### src/rtl/srl_fifo_reader.sv
// srl_fifo_reader: pops narrow words from an srl_fifo and packs RATIO of them into one wide valid/ready word.
// Optional feature macro SRL_RD_FLUSH_EN adds flush/m_keep so a partially filled word can be emitted.
module srl_fifo_reader #(
    parameter int unsigned WIDTH = 4,
    parameter int unsigned RATIO = 4,
    parameter int unsigned DEPTH = 16,
    parameter int unsigned CNT_W = $clog2(DEPTH)
) (
    input  logic                     clk,
    input  logic                     rst,
    input  logic                     fifo_empty,
    input  logic [CNT_W:0]           fifo_item_no,
    output logic                     fifo_rd,
    input  logic [WIDTH-1:0]         fifo_q,
    output logic                     m_valid,
    output logic [WIDTH*RATIO-1:0]   m_data,
    input  logic                     m_ready
`ifdef SRL_RD_FLUSH_EN
    ,
    input  logic                     flush,
    output logic [RATIO-1:0]         m_keep
`endif
);

    localparam int unsigned LANE_W = $clog2(RATIO);
    localparam int unsigned FILL_W = $clog2(RATIO + 1);
    localparam int unsigned PEND_W = FILL_W + 1;

    typedef enum logic [0:0] {
        ST_FILL = 1'b0,
        ST_HOLD = 1'b1
    } state_t;

    state_t                      r_state;
    logic [RATIO-1:0][WIDTH-1:0] r_lanes;
    logic [LANE_W-1:0]           r_lane_idx;
    logic [FILL_W-1:0]           r_fill_cnt;
    logic                        r_rd_d1;
    logic                        r_m_valid;
    logic [WIDTH*RATIO-1:0]      r_m_data;

    logic [PEND_W-1:0]           w_pend;
    logic                        w_out_free;
    logic                        w_last;
    logic                        w_full_xfer;
    logic                        w_flush_xfer;
    logic                        w_xfer;
    logic                        w_pop_blk;
    logic                        w_rd;
    logic [FILL_W-1:0]           w_fill_nxt;
    logic [RATIO-1:0][WIDTH-1:0] w_word;
    logic [RATIO-1:0][WIDTH-1:0] w_out_word;
    logic                        w_unused_item_no;

    // Occupancy is informational only; the empty flag alone drives popping.
    assign w_unused_item_no = ^fifo_item_no;

    // pend = lanes already filled plus the (at most one) read still in flight.
    assign w_pend      = PEND_W'(r_fill_cnt) + PEND_W'(r_rd_d1);
    assign w_out_free  = !r_m_valid || m_ready;
    assign w_last      = r_rd_d1 && (r_fill_cnt == FILL_W'(RATIO - 1));
    assign w_full_xfer = w_out_free && (w_last || (r_state == ST_HOLD));
    assign w_xfer      = w_full_xfer || w_flush_xfer;
    assign w_rd        = !fifo_empty && !rst && !w_pop_blk &&
                         ((w_pend < PEND_W'(RATIO)) || w_xfer);
    assign w_fill_nxt  = w_xfer ? '0 : r_fill_cnt + FILL_W'(r_rd_d1);

    assign fifo_rd = w_rd;
    assign m_valid = r_m_valid;
    assign m_data  = r_m_data;

    // Assembly word including the lane landing this cycle, so a completing word can bypass HOLD.
    always_comb begin
        w_word = r_lanes;
        if (r_rd_d1) begin
            w_word[r_lane_idx] = fifo_q;
        end
    end

`ifdef SRL_RD_FLUSH_EN
    logic                        r_flush_pend;
    logic [RATIO-1:0]            r_m_keep;
    logic [RATIO-1:0]            w_part_keep;
    logic [RATIO-1:0][WIDTH-1:0] w_part_word;
    logic                        w_flush_done;

    // Pops stop on the flush pulse itself and stay stopped until the partial word leaves.
    assign w_pop_blk    = flush || r_flush_pend;
    assign w_flush_xfer = r_flush_pend && !r_rd_d1 && (r_state == ST_FILL) &&
                          (r_fill_cnt != '0) && w_out_free;
    assign w_flush_done = r_flush_pend && !r_rd_d1 && (r_state == ST_FILL) &&
                          ((r_fill_cnt == '0) || w_out_free);
    assign w_out_word   = w_flush_xfer ? w_part_word : w_word;
    assign m_keep       = r_m_keep;

    always_comb begin
        w_part_keep = '0;
        w_part_word = '0;
        for (int unsigned k = 0; k < RATIO; k++) begin
            w_part_keep[k] = (FILL_W'(k) < r_fill_cnt);
            w_part_word[k] = w_part_keep[k] ? r_lanes[k] : '0;
        end
    end

    always_ff @(posedge clk) begin
        if (rst) begin
            r_flush_pend <= 1'b0;
            r_m_keep     <= '0;
        end else begin
            if (r_flush_pend) begin
                if (w_flush_done) begin
                    r_flush_pend <= 1'b0;
                end
            end else if (flush) begin
                r_flush_pend <= 1'b1;
            end
            if (w_flush_xfer) begin
                r_m_keep <= w_part_keep;
            end else if (w_full_xfer) begin
                r_m_keep <= '1;
            end
        end
    end
`else
    assign w_pop_blk    = 1'b0;
    assign w_flush_xfer = 1'b0;
    assign w_out_word   = w_word;
`endif

    // Lane assembly, FILL/HOLD state and the output register.
    always_ff @(posedge clk) begin
        if (rst) begin
            r_state    <= ST_FILL;
            r_lanes    <= '0;
            r_lane_idx <= '0;
            r_fill_cnt <= '0;
            r_rd_d1    <= 1'b0;
            r_m_valid  <= 1'b0;
            r_m_data   <= '0;
        end else begin
            r_rd_d1    <= w_rd;
            r_fill_cnt <= w_fill_nxt;
            if (r_rd_d1) begin
                r_lanes[r_lane_idx] <= fifo_q;
                r_lane_idx <= (r_lane_idx == LANE_W'(RATIO - 1)) ? '0
                                                                  : r_lane_idx + LANE_W'(1);
            end
            if (w_flush_xfer) begin
                r_lane_idx <= '0;
            end
            case (r_state)
                ST_FILL: begin
                    if (w_last && !w_full_xfer) begin
                        r_state <= ST_HOLD;
                    end
                end
                ST_HOLD: begin
                    if (w_full_xfer) begin
                        r_state <= ST_FILL;
                    end
                end
                default: r_state <= ST_FILL;
            endcase
            if (w_xfer) begin
                r_m_valid <= 1'b1;
                r_m_data  <= w_out_word;
            end else if (m_ready) begin
                r_m_valid <= 1'b0;
            end
        end
    end

endmodule

### config.mk
export PLATFORM = sky130hd
export DESIGN_NAME = srl_fifo_reader
export DESIGN_NICKNAME = d
export VERILOG_FILES = /design/src/rtl/srl_fifo_reader.sv
export SDC_FILE = /design/constraint.sdc
export NUM_CORES = 1
export LEC_CHECK = 0
export ABC_AREA = 0
export CORE_UTILIZATION = 54
export CTS_CLUSTER_DIAMETER = 40
export DETAILED_ROUTE_END_ITERATION = 12
export PLACE_DENSITY = 0.83
export SLEW_MARGIN = 40
export SYNTH_ARGS = -nofsm -noshare
export SYNTH_HDL_FRONTEND = slang
export SYNTH_SLANG_ARGS = --single-unit
export TNS_END_PERCENT = 30
### constraint.sdc
create_clock -name clk -period 4.6 [get_ports clk]
set_clock_uncertainty 0.2 [all_clocks]
set_input_delay 0.92 -clock clk [delete_from_list [all_inputs] [get_ports clk]]
set_output_delay 0.92 -clock clk [all_outputs]
set_load 0.01 [all_outputs]
* Word-level counts from Yosys, hierarchy flattened
Cells that the tools add are included.
** Operators by class
- Reduce and logical (&&, ||, !) cells :: 15
- Mux-type cells :: 10
- Equality and inequality tests :: 2
- Bitwise logic cells :: 1
- $add $sub $neg :: 3
- $lt $le $gt $ge :: 3
** Operators with widths (number)
- $bwmux 16 :: 1
- $mux 16 :: 1
- $demux 4 s2 :: 1
- $logic_and 1x1->1 :: 6
- $add 3x1->4 :: 1
- $logic_not 1->1 :: 4
- $lt 4x3->1 const B :: 1
- $mux 1 :: 4
- $mux 4 :: 1
- $add 3x1->3 :: 1
- $eq 3x2->1 const B :: 1
- $logic_or 1x1->1 :: 3
- $lt 2x3->1 const B :: 1
- $add 2x1->2 const B :: 1
- $eq 2x2->1 const B :: 1
- $ge 2x1->1 const B :: 1
- $mux 2 :: 1
- $pmux 1 s2 :: 1
- $reduce_bool 2->1 :: 1
- $reduce_or 2->1 :: 1
- $not 1->1 :: 1
** Storage, ports and cells
- Logic and storage cells :: 44
- Input bits :: 13
- Register bits :: 40

* Longest topological paths before layout
Gate-level depths: netlist of run 1.
- Word-level depth :: 8
- Gate-level depth with buffers :: 6
- Gate-level depth less buffers :: 5

* Worst setup path after synthesis of run 1
No wires, ideal clock.
- Path kind :: input -> output
- Start :: input port m_ready
- End :: output port fifo_rd
- Setup slack :: 1866 ps
- Data required time :: 3480 ps
- Path buffers :: 1
- Arrival time :: 1614 ps
- Stages :: 4
- Cells stage by stage :: nand2b_1 o21a_1 buf_6 o31a_1
** Between the ends
- Longest elaborated chain between the ends :: 4
** RTL lines
- start: declaration :: line 17 : input logic m_ready
- $logic_or 1x1->1 :: line 60 : assign w_out_free = !r_m_valid || m_ready;
- $logic_and 1x1->1 :: line 62 : assign w_full_xfer = w_out_free && (w_last || (r_state == ST_HOLD));
- $logic_or 1x1->1 :: line 65 : ((w_pend < PEND_W'(RATIO)) || w_xfer);
- $logic_and 1x1->1 :: line 64 : assign w_rd = !fifo_empty && !rst && !w_pop_blk &&
- end: declaration :: line 13 : output logic fifo_rd,
No other way between the ends.

* Worst setup path after layout of run 1
Ends and elaborated chain as after synthesis.

==> results of run 1 <==
## worst max-delay path: cells and delay by family
family,cells,cell delay (ns)
buf+inv,2,0.88
simple gates,1,0.16
compound gates,2,0.42
## cells by family (layout without fill, tap and decap cells)
logic type                 after synthesis  count (layout)  synth area share, %
buffers and inverters                   15              38                 5.60
xor gates and xnor gates                 1               1                0.552
muxes                                    2               2                 1.26
AOI/OAI and AO/OA                       54              54                 27.5
and+or+nand+nor                         30              30                 9.86
DFF                                     40              40                 50.5
adders and majority gates                6               6                 4.73
## area by class of cell
type | instances | area (um2) | area share [%]
timing repair buffer | 28 | 273 | 14.3
sequential | 40 | 801 | 41.9
inverter | 2 | 7.51 | 0.393
clock inverter | 1 | 30.0 | 1.57
multi-input combinational | 93 | 697 | 36.5
tap | 31 | 38.8 | 2.03
clock buffer | 7 | 65.1 | 3.40
## through the flow
stage | power (mW) | cell area [um2] | hold slack, ns
6_report | 0.651 | 1910 | 0.296
3_3_place_gp | 0.404 | 1820 | 0.266
2_1_floorplan | 0.391 | 1590 | 0.314
5_1_grt | 0.672 | 1910 | 0.315
3_5_place_dp | 0.406 | 1820 | 0.274
4_1_cts | 0.654 | 1910 | 0.301
## power breakdown
| group | switching [mW] | internal [mW] |
|---|---|---|
| clock | 0.108 | 0.144 |
| combinational | 0.0242 | 0.0193 |
| sequential | 0.00318 | 0.352 |
| total | 0.135 | 0.516 |
## flip-flops by register name, summed over array words and instances (netlist names)
signal / flops
r_rd_d1: 1
r_fill_cnt: 3
r_lane_idx: 2
r_state: 1
m_data: 16
r_lanes: 16
m_valid: 1
## synthesized netlist by cell type, drive strengths merged
master   n
a21bo   16
a21oi   18
and2     2
and4b    1
buf      6
clkbuf   7
dfxtp   40
ha       6
inv      2
mux2i    2
nand2    1
nand2b   1
nand3   16
nor2     7
nor3     1
o21a     1
o22a    16
o31a     2
o31ai    1
or3b     1
xnor2    1
## routing by layer
layer	vias up	global-route usage (%)	wire length, um
li1	573	-	-
met1	566	24.8	1270
met2	33	33.5	1520
met3	4	6.28	148
met4	0	6.27	32
met5	-	0	0
## worst max path at each step
| stage | startpoint | end | slack [ns] | depth (start not counted) |
|---|---|---|---|---|
| after floorplan | m_ready | fifo_rd | 1.87 | 4 |
| after global placement | m_ready | fifo_rd | 1.13 | 5 |
| after detailed placement | m_ready | fifo_rd | 1.09 | 5 |
| after CTS | m_ready | fifo_rd | 1.08 | 5 |
| after global routing | m_ready | fifo_rd | 1.02 | 5 |
| final | m_ready | fifo_rd | 1.09 | 5 |
==> impl_metrics.json, run 1 <==
{
  "status": "finished, final reports clean",
  "reg2reg_depth": 3,
  "cts_tree": "done",
  "port_buffers": 25,
  "worstPathRequired_ns": 3.48,
  "cp.arrival_ns": 2.39,
  "finalCritPeriodShare_pct": 76.3,
  "hold_viol": 0,
  "antenna_found_initial": 0,
  "tightest_slew_ns": 0.730,
  "r2r-end": "m_data[2]",
  "start_kind": "input pin",
  "dr.first_iter.drc_count": 32,
  "crit_path_end_kind": "primary output",
  "syn-num-nets": 167,
  "gr-usage-all-layers_pct": 20.1,
  "rsz0062_at_grt": "no",
  "relSlewSlack_pct": 51.3,
  "synth.cell_area_mm2": 0.00159,
  "yosysSeqAreaShare_pct": 50.5,
  "grt_max_degree": 35,
  "power_density_mw_per_mm2": 340,
  "slowest_delay_ns": 0.47,
  "start_util_pct": 57.0,
  "r2r_setup_slack_ns": 2.86,
  "r2r_start": "r_fill_cnt[2]",
  "drc": 0,
  "cp_common_cell": "clkdlybuf4s50_1",
  "wl_per_cell_um": 14.7,
  "synth_top_area_share_pct": 50.5,
  "final_util_pct": 68.7,
  "drv_slew": 0,
  "drt_first_pass_iters": 4,
  "vias": 1176,
  "hpwl_mm": 2.00,
  "diodes": 0,
  "min_to": "m_data[5]",
  "fin_crit_ns": 3.51,
  "synth_top_cell_by_area": "dfxtp_1",
  "min_path_cells": 1,
  "fin_cells": 202,
  "netlist_instances": 148,
  "syn_avg_cell_area_um2": 10.7,
  "die_y_um": 56.2,
  "drv_cap": 0,
  "final_layout_size_suffix_gt1_share_pct": 17.0,
  "tns_ns": 0,
  "cts.reportedPaths.clkPinSlew_ns": 0.10,
  "hp-class": "reg -> reg",
  "critical_path.cell_chain": "clkdlybuf4s50_1, nand2b_1, o21a_1, o31a_1, clkdlybuf4s50_1",
  "final_common_cell": "dfxtp_1",
  "cts_resized": 0,
  "fill_cells": 222,
  "ys_ff_latch": 40,
  "placed_cells": 194,
  "finalSetupViolations": 0,
  "routed_wl_mm": 2.97,
  "clkLatencyLatePin_ns": 0.34,
  "path_max_fanout": 2,
  "post_cts_buffers": 0,
  "h-tree-depth": 2,
  "area_growth_pct": 20.5,
  "synth_cell_type_count": 22,
  "ir_drop_v": 0.000417,
  "ys_warn_count": 0,
  "final_cell_mix": "40 x dfxtp_1, 25 x clkdlybuf4s50_1, 18 x a21oi_1",
  "gp_congestion": 0.678,
  "cts_sinks": 40,
  "clk_path_buf_depth": 2,
  "grt_first_pass_wirelength_mm": 4.86,
  "leakage_nw": 0.810,
  "io_pins": 31,
  "nets": 189,
  "worst_slack_ns": 1.09,
  "worst-setup-path-type": "in -> out",
  "coreArea_mm2": 0.00278,
  "grt_overflow_total": 0,
  "synth_area_leaders": "dfxtp_1 50%, a21bo_2 10%, o22a_1 8.8%",
  "crit_slowest_cell": "clkdlybuf4s50_1",
  "cts_made_buffers": 5,
  "rows": 19,
  "cts_hold_buf": 0,
  "grt_pass1_vias": 1074,
  "cts_root_buffer": "clkbuf_4",
  "fmax_mhz": 285,
  "drtAntennaViolNets": 0,
  "hold_start": "m_data[5]",
  "die_w_um": 56.2,
  "via_per_inst": 5.82,
  "pre_cts_ws_ns": 1.09,
  "die_area_mm2": 0.00316
}
Power figures use the tool's default switching activity.
==> inputs of run 2 (changes only) <==
CORE_UTILIZATION = 50   (was 54)
PLACE_DENSITY = 0.78   (was 0.83)
clock period = 3.59 ns   (was 4.6 ns; I/O delays follow)
==> run 2 against run 1 <==
  * Utilization down 5.0 points
  * Sequential share of layout area down 0.41 points
  * Via count down 1.2%
  * Routed wire length up 0.57%
  * Non-clock buffer count unchanged
  * Critical path depth unchanged
  * First-iteration DRC count up 25%
  * Worst setup slack worse by 0.58 ns
  * Cell area up 0.98%
  * Global-route usage down 0.87 points
  * Die area up 7.7%
==> impl_metrics.json, run 2 (synthesis gave the netlist of run 1 again) <==
{
  "status": "finished, final reports clean",
  "finalCritPeriodShare_pct": 85.8,
  "drtAntennaViolNets": 0,
  "layout.area.seq_um2": 801,
  "cts_resized": 0,
  "finalSetupViolations": 0,
  "final_cell_mix": "40 x dfxtp_1, 25 x clkdlybuf4s50_1, 18 x a21oi_1",
  "area_growth_pct": 21.7,
  "worst_slack_ns": 0.511,
  "slowest_delay_ns": 0.47,
  "post_cts_buffers": 0,
  "tns_ns": 0,
  "fmax_mhz": 325,
  "cts.reportedPaths.clkPinSlew_ns": 0.11,
  "die_w_um": 58.3,
  "wl_met1_mm": 1.29,
  "leakage_nw": 0.810,
  "gr-usage-all-layers_pct": 19.2,
  "relSlewSlack_pct": 49.7,
  "routed_wl_mm": 2.99,
  "nets": 189,
  "io_pins": 31,
  "cp.depth": 5,
  "via_per_inst": 5.43,
  "grt_max_degree": 35,
  "cp_common_cell": "clkdlybuf4s50_1",
  "placed_cells": 207,
  "p_comb_share_pct": 6.5,
  "p_sw_mw": 0.173,
  "pre_cts_ws_ns": 0.509,
  "wl_per_cell_um": 14.0,
  "met2_length_mm": 1.54,
  "start_util_pct": 52.4,
  "multi_input_area_um2": 697,
  "hpwl_mm": 2.03,
  "cts_hold_buf": 0,
  "dr.first_iter.drc_count": 40,
  "rows": 20,
  "die_area_mm2": 0.00340,
  "gp_congestion": 0.732,
  "cts_sinks": 40,
  "wl_met3_um": 107,
  "swShare_pct": 20.1,
  "vias": 1162,
  "tightest_slew_ns": 0.755,
  "min_path_cells": 1,
  "cts_made_buffers": 5,
  "p_clk_share_pct": 40.8,
  "cp_num_buf_inv": 2,
  "worst-setup-path-type": "in -> out",
  "path_max_fanout": 2,
  "crit_path_end_kind": "primary output",
  "routed.top_layer": "met4",
  "cp.arrival_ns": 2.16,
  "drv_cap": 0,
  "grt_pass1_vias": 1095,
  "critical_path.cell_chain": "clkdlybuf4s50_1, nand2b_1, o21a_1, o31a_1, clkdlybuf4s50_1",
  "die_y_um": 58.3,
  "hold_viol": 0,
  "cts_root_buffer": "clkbuf_4",
  "seqPwrFrac_pct": 52.8,
  "p_int_mw": 0.689,
  "clkLatencyLatePin_ns": 0.35,
  "grt_first_pass_wirelength_mm": 4.84,
  "drv_slew": 0,
  "fin_crit_ns": 3.08,
  "final_common_cell": "dfxtp_1",
  "drt_first_pass_iters": 4,
  "r2r_setup_slack_ns": 1.78,
  "drc": 0,
  "fill_cells": 244,
  "port_buffers": 25,
  "crit_slowest_cell": "clkdlybuf4s50_1",
  "cp_top_family": "buffers and inverters",
  "coreArea_mm2": 0.00303,
  "reg2reg_depth": 3,
  "antenna_found_initial": 0,
  "start_kind": "input pin",
  "grt_overflow_total": 0,
  "diodes": 0,
  "hp-class": "reg -> reg",
  "ir_drop_v": 0.000249,
  "h-tree-depth": 2,
  "fin_cells": 214,
  "power_density_mw_per_mm2": 447,
  "cts_tree": "done",
  "final_layout_size_suffix_gt1_share_pct": 16.5,
  "clk_path_buf_depth": 2,
  "worstPathRequired_ns": 2.67,
  "rsz0062_at_grt": "no"
}
==> run 2: changes by cell type in the layout (fill, tap and decap cells not counted) <==
cell / delta
clkbuf_8: -2
bufinv_16: +1
==> run 2: final timing paths <==
kind	start	to
setup / recovery	m_ready	fifo_rd
hold / removal	m_data[14]	m_data[14]
setup reg to reg	r_fill_cnt[2]	m_data[3]
hold reg to reg	m_data[14]	m_data[14]
==> run 2: metrics by stage <==
| stage | instance area, um2 | power, mW | hold WS [ns] | util (%) |
|---|---|---|---|---|
| final | 1930 | 0.862 | 0.294 | 63.8 |
| after global routing | 1930 | 0.896 | 0.313 | 63.8 |
| after CTS | 1930 | 0.865 | 0.296 | 63.8 |
| after detailed placement | 1830 | 0.521 | 0.269 | 60.5 |
| after global placement | 1830 | 0.518 | 0.266 | 60.5 |
| after floorplan | 1590 | 0.501 | 0.314 | - |
==> run 2: cell type report <==
type	count	share of cell area [%]
Timing Repair Buffer	28	14.1
Clock inverter	2	3.11
Tap cell	44	2.85
Inverter	2	0.389
Multi-Input combinational cell	93	36.1
Clock buffer	5	1.94
Sequential cell	40	41.5
==> run 2: routing by layer <==
layer / global-route usage [%] / vias up
met1: 21.6 / 560
met5: 0 / -
met4: 9.52 / 0
met2: 33.8 / 20
met3: 4.84 / 8
li1: - / 574
==> run 2: power groups by stage <==
stage / clock network (mW) / logic [mW] / registers, mW
2_1_floorplan: 0 / 0.0364 / 0.464
3_3_place_gp: 0 / 0.0531 / 0.465
3_5_place_dp: 0 / 0.0555 / 0.465
4_1_cts: 0.353 / 0.0561 / 0.455
5_1_grt: 0.379 / 0.0610 / 0.456
6_report: 0.352 / 0.0557 / 0.455
==> inputs of run 3 (changes only) <==
CELL_PAD_IN_SITES_DETAIL_PLACEMENT = 0   (was default)
CELL_PAD_IN_SITES_GLOBAL_PLACEMENT = 1   (was default)
CORE_UTILIZATION = 39   (was 50)
PLACE_DENSITY = default   (was 0.78)
PLACE_DENSITY_LB_ADDON = 0.1   (was default)
==> run 3 against run 2 <==
  * Flip-flop and latch count unchanged
  * Sequential power hardly changed
  * Largest cell class unchanged
  * Combinational power barely moved
  * Routed wire length is 0.33% lower
  * Critical path type unchanged
==> impl_metrics.json, run 3 (synthesis gave the netlist of run 1 again) <==
{
  "grt_overflow_total": 0,
  "die_area_mm2": 0.00433,
  "hp-class": "reg -> reg",
  "worst_slack_ns": 0.511,
  "worst-setup-path-type": "in -> out",
  "drv_slew": 0,
  "start_util_pct": 42.1,
  "cts_tree": "done",
  "gr-usage-all-layers_pct": 15.7,
  "rsz0062_at_grt": "no",
  "cts_resized": 0,
  "hold_start": "m_data[5]",
  "routed_wl_mm": 2.98,
  "clkLatencyLatePin_ns": 0.29,
  "nets": 189,
  "grt_first_pass_wirelength_mm": 4.96,
  "rows": 22,
  "fin_crit_ns": 3.08,
  "grt_max_degree": 36,
  "die_w_um": 65.8,
  "finalCritPeriodShare_pct": 85.8,
  "status": "finished, final reports clean",
  "io_pins": 31,
  "worstPathRequired_ns": 2.67,
  "hold_ws_ns": 0.286,
  "drtAntennaViolNets": 0,
  "r2r_setup_slack_ns": 1.64,
  "port_buffers": 25,
  "tightest_slew_ns": 0.742,
  "hold_viol": 0,
  "wl_per_cell_um": 13.6,
  "path_max_fanout": 2,
  "cts_made_buffers": 5,
  "vias": 1135,
  "min_path_cells": 1,
  "crit_path_end_kind": "primary output",
  "drt_first_pass_iters": 4,
  "fin_cells": 219,
  "coreArea_mm2": 0.00377,
  "final_cell_mix": "40 x dfxtp_1, 25 x clkdlybuf4s50_1, 18 x a21oi_1",
  "via_per_inst": 5.18,
  "r2r_start": "r_rd_d1",
  "cts_root_buffer": "clkbuf_8",
  "final_common_cell": "dfxtp_1",
  "ir_drop_v": 0.000256,
  "r2r-end": "m_data[9]",
  "finalSetupViolations": 0,
  "dr.first_iter.drc_count": 69,
  "power_density_mw_per_mm2": 442,
  "hpwl_mm": 2.00,
  "placed_cells": 211,
  "grt_pass1_vias": 1054,
  "relSlewSlack_pct": 50.5,
  "min_to": "m_data[5]",
  "cts_hold_buf": 0,
  "reg2reg_depth": 4,
  "start_kind": "input pin",
  "cts_sinks": 40,
  "pre_cts_ws_ns": 0.512,
  "die_y_um": 65.8,
  "antenna_found_initial": 0,
  "cp.arrival_ns": 2.16,
  "drv_cap": 0,
  "final_layout_size_suffix_gt1_share_pct": 16.4,
  "gp_congestion": 0.708,
  "cts.reportedPaths.clkPinSlew_ns": 0.07,
  "h-tree-depth": 2,
  "drc": 0,
  "clk_path_buf_depth": 2,
  "post_cts_buffers": 0,
  "tns_ns": 0,
  "fmax_mhz": 325,
  "area_growth_pct": 22.6,
  "diodes": 0,
  "leakage_nw": 0.814
}
[run 3: cell count changes in the layout (fill, tap and decap cells not counted)]
cell and change:
clkbuf_4 -5, bufinv_16 -1, clkbuf_1 +1, clkinv_2 +1
clkbuf_8 +5
[run 3: area by class of cell]
type | count | area, um2
Multi-Input combinational cell | 93 | 697
Tap cell | 48 | 60.1
Clock inverter | 2 | 35.0
Sequential cell | 40 | 801
Fill cell | 348 | 1830
Clock buffer | 6 | 72.6
Timing Repair Buffer | 28 | 273
Inverter | 2 | 7.51
[run 3: where the power goes]
group	switching [mW]	internal, mW
Clock	0.143	0.206
Combinational	0.0310	0.0248
Sequential	0.00365	0.451
Total	0.178	0.682
[run 3: how the worst max path moves through the flow]
stage	start	to	slack, ns	depth (start not counted)
after CTS	m_ready	fifo_rd	0.50	5
final	m_ready	fifo_rd	0.51	5
after floorplan	m_ready	fifo_rd	1.26	4
after global routing	m_ready	fifo_rd	0.46	5
after detailed placement	m_ready	fifo_rd	0.51	5
after global placement	m_ready	fifo_rd	0.51	5
[run 3: critical path: stages]
cell and delay (ns):
clkdlybuf4s50_1 0.41, nand2b_1 0.16, o21a_1 0.12, o31a_1 0.29, clkdlybuf4s50_1 0.47
[run 3: metal layers]
layer	share of wire [%]	wire length [um]	global-route usage [%]
met3	3.9	115	6.21
met4	1.2	36	5.71
met2	47	1410	24.2
met5	0	0	0
met1	48	1420	19.6
[run 3: stage by stage]
| step | util (%) | area (um2) | power [mW] |
|---|---|---|---|
| after floorplan | - | 1590 | 0.501 |
| after global placement | 48.7 | 1840 | 0.519 |
| after detailed placement | 48.7 | 1840 | 0.521 |
| after CTS | 51.6 | 1950 | 0.874 |
| after global routing | 51.6 | 1950 | 0.901 |
| final | 51.6 | 1950 | 0.860 |
